## config.mk

```make
export PLATFORM = sky130hd
export DESIGN_NAME = keypad_entry
export DESIGN_NICKNAME = d
export VERILOG_FILES = /design/src/rtl/keypad_entry.sv
export SDC_FILE = /design/constraint.sdc
export NUM_CORES = 1
export LEC_CHECK = 0
export CAP_MARGIN = 20
export CORE_MARGIN = 3
export CORE_UTILIZATION = 44
export DETAILED_ROUTE_END_ITERATION = 6
export HOLD_SLACK_MARGIN = 0.15
export PLACE_DENSITY_LB_ADDON = 0.12
export SYNTH_ARGS = -nofsm -noshare
export SYNTH_HDL_FRONTEND = slang
export SYNTH_SLANG_ARGS = --single-unit
```

## constraint.sdc

```tcl
create_clock -name clk -period 5.6 [get_ports clk]
set_clock_uncertainty 0.05 [all_clocks]
set_input_delay 0.84 -clock clk [delete_from_list [all_inputs] [get_ports clk]]
set_output_delay 0.84 -clock clk [all_outputs]
set_load 0.05 [all_outputs]
```

## src/rtl/keypad_entry.sv

```systemverilog
// keypad_entry: 4x4 matrix keypad scanner, debouncer and decimal entry builder.
// Scans one active-low row at a time, debounces full-matrix snapshots, decodes
// single key presses and accumulates a 0..255 ticket quantity committed on '#'.
// Optional macro KEYPAD_BACKSPACE_EN turns key D into a backspace.
// Ports:
//   clk, rst     : clock, asynchronous active-high reset
//   col[3:0]     : keypad columns, active-low, asynchronous
//   row[3:0]     : keypad row drive, active-low one-hot
//   value        : live entry value
//   digit_count  : digits entered so far (0..3)
//   key_code     : code of last accepted key
//   key_pulse    : one-cycle strobe per accepted key
//   entry_value  : last committed value
//   entry_valid  : one-cycle commit strobe
//   reject       : one-cycle strobe when a key is refused
module keypad_entry #(
  parameter int unsigned SCAN_DIV       = 16384,
  parameter int unsigned DEBOUNCE_SCANS = 4
) (
  input  logic       clk,
  input  logic       rst,
  input  logic [3:0] col,
  output logic [3:0] row,
  output logic [7:0] value,
  output logic [1:0] digit_count,
  output logic [3:0] key_code,
  output logic       key_pulse,
  output logic [7:0] entry_value,
  output logic       entry_valid,
  output logic       reject
);

  localparam int unsigned DIV_W = $clog2(SCAN_DIV);
  localparam int unsigned CNT_W = $clog2(DEBOUNCE_SCANS + 1);
  localparam logic [DIV_W-1:0] DIV_LAST = DIV_W'(SCAN_DIV - 1);
  localparam logic [CNT_W-1:0] CNT_MAX  = CNT_W'(DEBOUNCE_SCANS);
  localparam logic [CNT_W-1:0] CNT_PRE  = CNT_W'(DEBOUNCE_SCANS - 1);

  typedef enum logic [1:0] {S_IDLE, S_PRESSED, S_BLOCKED} state_t;

  logic [3:0]       col_meta, col_sync;
  logic [DIV_W-1:0] div_cnt;
  logic [1:0]       row_idx;
  logic [15:0]      scan_snap, prev_snap, stable_map;
  logic [CNT_W-1:0] stable_cnt;
  logic             map_upd;
  state_t           state_q, state_d;

  logic             scan_tick_c;
  logic [15:0]      full_snap_c;

  assign scan_tick_c = (div_cnt == DIV_LAST);
  // Row 3 lands in the snapshot on the same edge it is compared.
  assign full_snap_c = {~col_sync, scan_snap[11:0]};

  // Column synchroniser.
  always_ff @(posedge clk or posedge rst) begin
    if (rst) begin
      col_meta <= 4'hF;
      col_sync <= 4'hF;
    end else begin
      col_meta <= col;
      col_sync <= col_meta;
    end
  end

  // Row scan, snapshot capture and debounce.
  always_ff @(posedge clk or posedge rst) begin
    if (rst) begin
      div_cnt    <= '0;
      row_idx    <= 2'd0;
      row        <= 4'b1110;
      scan_snap  <= 16'h0;
      prev_snap  <= 16'h0;
      stable_map <= 16'h0;
      stable_cnt <= '0;
      map_upd    <= 1'b0;
    end else begin
      map_upd <= 1'b0;
      if (scan_tick_c) begin
        div_cnt <= '0;
        row_idx <= row_idx + 2'd1;
        row     <= {row[2:0], row[3]};
        scan_snap[{row_idx, 2'b00} +: 4] <= ~col_sync;
        if (row_idx == 2'd3) begin
          if (full_snap_c == prev_snap) begin
            if (stable_cnt != CNT_MAX) begin
              stable_cnt <= stable_cnt + CNT_W'(1);
              if (stable_cnt == CNT_PRE) begin
                stable_map <= full_snap_c;
                map_upd    <= 1'b1;
              end
            end
          end else begin
            stable_cnt <= '0;
            prev_snap  <= full_snap_c;
          end
        end
      end else begin
        div_cnt <= div_cnt + DIV_W'(1);
      end
    end
  end

  // Matrix position -> key code.
  function automatic logic [3:0] key_lut(input logic [3:0] idx);
    case (idx)
      4'd0:  key_lut = 4'h1;
      4'd1:  key_lut = 4'h2;
      4'd2:  key_lut = 4'h3;
      4'd3:  key_lut = 4'hA;
      4'd4:  key_lut = 4'h4;
      4'd5:  key_lut = 4'h5;
      4'd6:  key_lut = 4'h6;
      4'd7:  key_lut = 4'hB;
      4'd8:  key_lut = 4'h7;
      4'd9:  key_lut = 4'h8;
      4'd10: key_lut = 4'h9;
      4'd11: key_lut = 4'hC;
      4'd12: key_lut = 4'hE;
      4'd13: key_lut = 4'h0;
      4'd14: key_lut = 4'hF;
      default: key_lut = 4'hD;
    endcase
  endfunction

  logic [3:0]  key_idx_c, key_c;
  logic        one_hot_c;
  logic [11:0] prod_c;

  always_comb begin
    key_idx_c = 4'd0;
    for (int i = 0; i < 16; i++) begin
      if (stable_map[i]) key_idx_c = 4'(i);
    end
  end

  assign key_c     = key_lut(key_idx_c);
  assign one_hot_c = (stable_map != 16'h0) && ((stable_map & (stable_map - 16'd1)) == 16'h0);
  assign prod_c    = 12'(value) * 12'd10 + 12'(key_c);

  logic [7:0] value_d, entry_d;
  logic [1:0] count_d;
  logic [3:0] code_d;
  logic       pulse_d, valid_d, reject_d;

  // Press FSM and key actions, evaluated once per stable-map update.
  always_comb begin
    state_d  = state_q;
    value_d  = value;
    count_d  = digit_count;
    code_d   = key_code;
    entry_d  = entry_value;
    pulse_d  = 1'b0;
    valid_d  = 1'b0;
    reject_d = 1'b0;
    if (map_upd) begin
      case (state_q)
        S_IDLE: begin
          if (one_hot_c) begin
            state_d = S_PRESSED;
            pulse_d = 1'b1;
            code_d  = key_c;
            if (key_c <= 4'd9) begin
              if (digit_count == 2'd3 || prod_c > 12'd255) begin
                reject_d = 1'b1;
              end else begin
                value_d = prod_c[7:0];
                count_d = digit_count + 2'd1;
              end
            end else begin
              case (key_c)
                4'hE: begin
                  value_d = 8'd0;
                  count_d = 2'd0;
                end
                4'hF: begin
                  if (digit_count != 2'd0) begin
                    entry_d = value;
                    valid_d = 1'b1;
                    value_d = 8'd0;
                    count_d = 2'd0;
                  end else begin
                    reject_d = 1'b1;
                  end
                end
`ifdef KEYPAD_BACKSPACE_EN
                4'hD: begin
                  if (digit_count != 2'd0) begin
                    value_d = value / 8'd10;
                    count_d = digit_count - 2'd1;
                  end else begin
                    reject_d = 1'b1;
                  end
                end
`endif
                default: ;
              endcase
            end
          end else if (stable_map != 16'h0) begin
            state_d = S_BLOCKED;
          end
        end
        S_PRESSED, S_BLOCKED: begin
          if (stable_map == 16'h0) state_d = S_IDLE;
        end
        default: state_d = S_BLOCKED;
      endcase
    end
  end

  // Reset enters BLOCKED so a key held across reset must be released first.
  always_ff @(posedge clk or posedge rst) begin
    if (rst) begin
      state_q     <= S_BLOCKED;
      value       <= 8'd0;
      digit_count <= 2'd0;
      key_code    <= 4'd0;
      key_pulse   <= 1'b0;
      entry_value <= 8'd0;
      entry_valid <= 1'b0;
      reject      <= 1'b0;
    end else begin
      state_q     <= state_d;
      value       <= value_d;
      digit_count <= count_d;
      key_code    <= code_d;
      key_pulse   <= pulse_d;
      entry_value <= entry_d;
      entry_valid <= valid_d;
      reject      <= reject_d;
    end
  end

endmodule

```

==> metrics <==
GRT Max-Usage Layer met2; highest-count cells in the layout ignoring fill and taps dfrtp_1, nand2_1, clkdlybuf4s50_1; number of enable flip-flop cells after synthesis 0; area of the multi-input gates 2610 um2; Initial Util 0.461; Yosys reg bits 103; Pins Over Slew Limit 0; Max clock buf depth 2; Hold Path Sink col_sync[1]; number of synthesis warnings 0; hold_ws 0.304 ns; Fillers 1,065; Post-Syn Instances 503; row count 39; fmax 203 MHz; Power Density 238 nW/um2; Hold Buf Count CTS 0; die footprint 13,600 um2; CP Data Arrival Time 5.17 ns; Final Hold Vio Count 0; dpl hpwl 7580 um; ranking of synthesized cells by area dfrtp_1, ha_1, dfstp_2; CP startpoint kind flop; n_diodes 0; DRC viols 0; NumNets Final 576; clock-pin slew on the worst setup and hold paths 0.07 ns; minimum clock period 4.93 ns; Pre-antenna DRT Iters 4; post-synth top area share 0.422; die width 117 um; Syn Nets 544; grt met2 use 0.264; Tot GR Track Use 0.170; Routed WL 10,600 um; Setup Crit Path Kind reg2reg; RSZ-0062 raised after global routing no; post-synth top area cell dfrtp_1; vias 3,703; Root Buffer clkbuf_16; Post-CTS Setup Inserts 0; post_cts resized 0; Pleak 2.98 nW; I/O pins 35; VDD IR max 0.000268 V; Clock Sinks 103; Routability Congestion 0.834; routed len/inst 15.5 um; largest net degree at the start of global routing 59; Req. time, crit path 5.84 ns; hold crit path type reg2reg; Max-slew headroom 0.403; commonest non-fill, non-tap cell in the layout dfrtp_1; global-route wire length before repair 18,200 um; layout cells sized above 1 0.128; 1st-iter DRT viols 191; Congestion Overflow GR 0; post-route ant nets 0; endpoints failing setup 0; count of cell types in the netlist 57; synth-to-layout area growth 14.7%; vias in the first global route 3,600; Worst R2R Path Depth 19; FF/Latch Area 2590 um2; Synth Flop Type dfrtp_1; R2R Setup Slk 0.67 ns; GR Util met3 0.0509; Worst Max-Slew Pin Slew 0.887 ns; clock latency on the worst-skew pair 0.36 ns; sequential-to-total area share from yosys stat 0.480; met1 Track Usage GR 0.235; Mapped Avg Cell Area 10.7 um2; initial antenna violation count 0; worst flop-to-flop path startpoint stable_map[4]; Sum Neg Setup Slack 0 ns; Reg2Reg Capture Point digit_count[0]; core area 11,700 um2; hold path depth 0; IO buf count 34; die height 117 um; CTS tree built; Post-Syn Area 5400 um2; htree depth 3; min-delay src col_meta[1]; detail-routed via count per cell 5.42; CTS Buf Count 9; Crit Path Max Fanout 10; max_cap viols 0; asr flop ratio synth 1.00; CP endpoint kind flop; part of the cycle the worst path needs 0.880; outcome finished clean
## state kept, by name, indices dropped and copies added, names as in the netlist, 4 cells and up
register and count:
row 4, prev_snap 16, div_cnt 14, value 8, key_code 4, entry_value 8, stable_map 16, col_sync 4
col_meta 4, scan_snap 12
## synthesized netlist by cell type (3+ instances only)
cell / instances
o31a_1: 3
ha_1: 33
nand2_1: 71
and3_1: 6
xor2_1: 10
nand4_1: 10
or3_1: 3
a21oi_1: 17
and2_1: 3
inv_1: 31
o31ai_1: 16
nor2b_1: 4
dfrtp_1: 91
xnor2_1: 26
o21ai_0: 13
nor2_1: 28
a22o_1: 11
mux2_4: 8
buf_2: 4
nand3_1: 11
o211ai_1: 3
clkbuf_1: 8
mux2i_1: 4
mux2_2: 19
dfstp_2: 12
a21o_1: 4
or4_1: 3
nor4_1: 5
nand3b_1: 3
nor3_1: 7
## critical path, stage by stage (launching register included)
cell,delay [ns]
dfrtp_1,0.49
nor2_1,0.17
o21ai_0,0.12
a211oi_1,0.26
nor3_1,0.07
o31a_1,0.31
ha_1,0.21
or3_1,0.39
a2111oi_4,0.36
or3_4,0.20
ha_1,0.16
inv_1,0.05
fa_1,0.39
nor2b_1,0.12
o21ai_0,0.12
or3_1,0.37
nand4_1,0.12
a211oi_1,0.09
o21ai_1,0.55
mux2_2,0.27
## through the flow
step | utilization | cell area, um2 | setup WS, ns | power (mW) | instances
after floorplan | - | 5400 | 1.17 | 0.778 | 503
after global placement | 0.500 | 5860 | 0.843 | 0.789 | 667
after detailed placement | 0.500 | 5860 | 0.729 | 0.790 | 667
after CTS | 0.529 | 6190 | 0.692 | 1.50 | 683
after global routing | 0.529 | 6190 | 0.233 | 1.54 | 683
final | 0.529 | 6190 | 0.670 | 1.48 | 683
## routing by layer
layer | wire length [um] | share of wire
met2 | 4960 | 0.47
met1 | 5140 | 0.49
met5 | 0 | 0
met3 | 390 | 0.037
met4 | 102 | 0.0096
## worst max path at each step
stage | slack (ns) | from | endpoint
floorplan | 1.17 | stable_map[4] | digit_count[0]
global placement | 0.84 | stable_map[4] | digit_count[0]
detailed placement | 0.73 | stable_map[4] | digit_count[0]
CTS | 0.69 | stable_map[4] | digit_count[0]
global route | 0.23 | stable_map[4] | digit_count[0]
finish | 0.67 | stable_map[4] | digit_count[0]
## cell families (layout without fill, tap and decap cells)
| family | after synthesis | in the layout | synth area share |
|---|---|---|---|
| simple gates | 169 | 169 | 0.161 |
| flops | 103 | 103 | 0.480 |
| mux | 31 | 31 | 0.0693 |
| fa+ha+maj | 37 | 37 | 0.0876 |
| buf+inv | 46 | 83 | 0.0359 |
| xor+xnor | 36 | 36 | 0.0584 |
| compound gates | 81 | 81 | 0.108 |
## report_power, final
part	internal (mW)	switching, mW	leakage [nW]	total (mW)
combinational	0.00468	0.0158	1.44	0.0205
clock	0.410	0.292	0.162	0.702
sequential	0.749	0.00455	1.38	0.753
total	1.16	0.312	2.98	1.48
## cell type report
type,instances,area share
tap,143,0.0289
inverter,31,0.0192
clock buffer,10,0.0386
clock inverter,6,0.0156
timing repair buffer,36,0.0574
sequential,103,0.419
multi-input combinational,354,0.422
Power figures use the tool's default switching activity.
==> edit (same settings) <==
The parameter `DEBOUNCE_SCANS` goes from 4 to 8.
--- a/src/rtl/keypad_entry.sv
+++ b/src/rtl/keypad_entry.sv
@@ -15,7 +15,7 @@
 //   reject       : one-cycle strobe when a key is refused
 module keypad_entry #(
   parameter int unsigned SCAN_DIV       = 16384,
-  parameter int unsigned DEBOUNCE_SCANS = 4
+  parameter int unsigned DEBOUNCE_SCANS = 8
 ) (
   input  logic       clk,
   input  logic       rst,
Behaviour: no difference found for any inputs over 10 cycles, from zero or initial values and one cycle with rst high; that may be too few to reach the edited logic, so the function may still have changed.
==> edit against the original RTL <==
- wire length is 7.7% higher
- global-route usage up 0.44 points
- sequential cell count grew 1
- worst setup slack better by 0.32 ns
- total power rose by 2.4%
- sequential power grew 0.9%
- design area rose by 1.8%
- synthesized area increased by 1.3%
- via count rose by 5.9%
- combinational power rose by 7%
- highest routed layer unchanged
==> edit: results (changes against the original RTL) <==
Outcome = completed
Nets = 624 (+8.3%)
CP arrival = 4.80 ns (-0.37 ns)
Syn nets = 592 (+8.8%)
Final hold slack = 0.306 ns (+0.00163 ns)
Crit path max fanout = 10 (unchanged)
First-pass GRT wire length = 19.8 mm (+8.8%)
Critical path's slowest cell = o31ai_1
Post-DR vias/cell = 5.18 (-4.4%)
Top cells by count, synth = nand2_1, dfrtp_1, ha_1, nor2_1, inv_1
Worst r2r src = stable_map[14]$_DFFE_PP0P_
Yosys cell types = 61 (+7.0%)
DP HPWL = 8.27 mm (+9.1%)
Placed Area = 5960 um^2 (+1.7%)
Register-to-register setup slack = 0.99 ns (+0.32 ns)
Dpl ws = 1.06 ns (+0.335 ns)
Peak VDD IR = 0.141 mV (-47%)
R2R depth = 16 (-3)
Vias in the first global route = 3971 (+10%)
Hold Path Stages = 0 (unchanged)
Drt wl/cell = 15.1 um (-2.9%)
Largest stage delay, worst path = 0.59 ns (+0.04 ns)
Top cells by area, synth = dfrtp_1, nand2_1, ha_1
Area grow syn2layout = 15.2%
Synth Warn # = 0 (unchanged)
Clock root buffer = clkbuf_16
Initial DRT Pass Iterations = 5 (+1)
Hold Crit Endpoint = col_sync[3]$_DFF_PP1_
Syn Inst Count = 552 (+9.7%)
Worst setup path class = flop to flop
GP Congestion = 0.859 (+3.0%)
PostCTS Resize Cnt = 0 (unchanged)
Post-synth top area share = 42.1% (-0.10 points)
Layout cell share with drive strength beyond 1 = 11.4% (-1.4 points)
Total track usage = 17.5% (+0.44 points)
HP Start = col_meta[3]$_DFF_PP1_
LEAKAGE = 3.00 nW (+0.84%)
Sequential area share after synthesis = 47.8% (-0.18 points)
Placed cells = 741 (+11%)
Max Clk Rate = 0.217 GHz (+7.0%)
Tightest Pin Transition = 0.811 ns (-0.0755 ns)
Routed WL = 11.4 mm (+7.7%)
Hold Crit Class = flop to flop
Iter 0 DRT Violations = 183 (-4.2%)
Filler cell count = 1104 (+3.7%)
## edit: cell families after synthesis
| logic type | share of synthesized area, % |
|---|---|
| buffers and inverters | 3.82 |
| flip-flops | 47.8 |
| multiplexers | 2.86 |
| AND/OR/NAND/NOR | 21.2 |
| AO/OA/AOI/OAI | 10.6 |
| XOR/XNOR | 5.60 |
| adder cells (fa/ha/maj) | 8.05 |
## edit: layout make-up
cell class | instances | area share [%]
Clock inverter | 5 | 1.65
Inverter | 26 | 1.59
Sequential cell | 104 | 41.5
Timing Repair Buffer | 39 | 5.99
Clock buffer | 11 | 3.85
Tap cell | 168 | 3.33
Multi-Input combinational cell | 404 | 42.1
## edit: power by group
part           switching (mW)  internal, mW
registers             0.00396         0.756
clock network           0.279         0.449
logic                  0.0165       0.00544
## edit: routing by layer
metal	part of all wire, %	vias to the layer above	routed length (um)	global-route usage, %
met2	47	68	5350	28.1
met3	3.5	16	396	3.56
met5	0	-	0	0
met1	48	1871	5470	23.6
li1	-	1968	-	-
met4	1.7	0	189	6.30
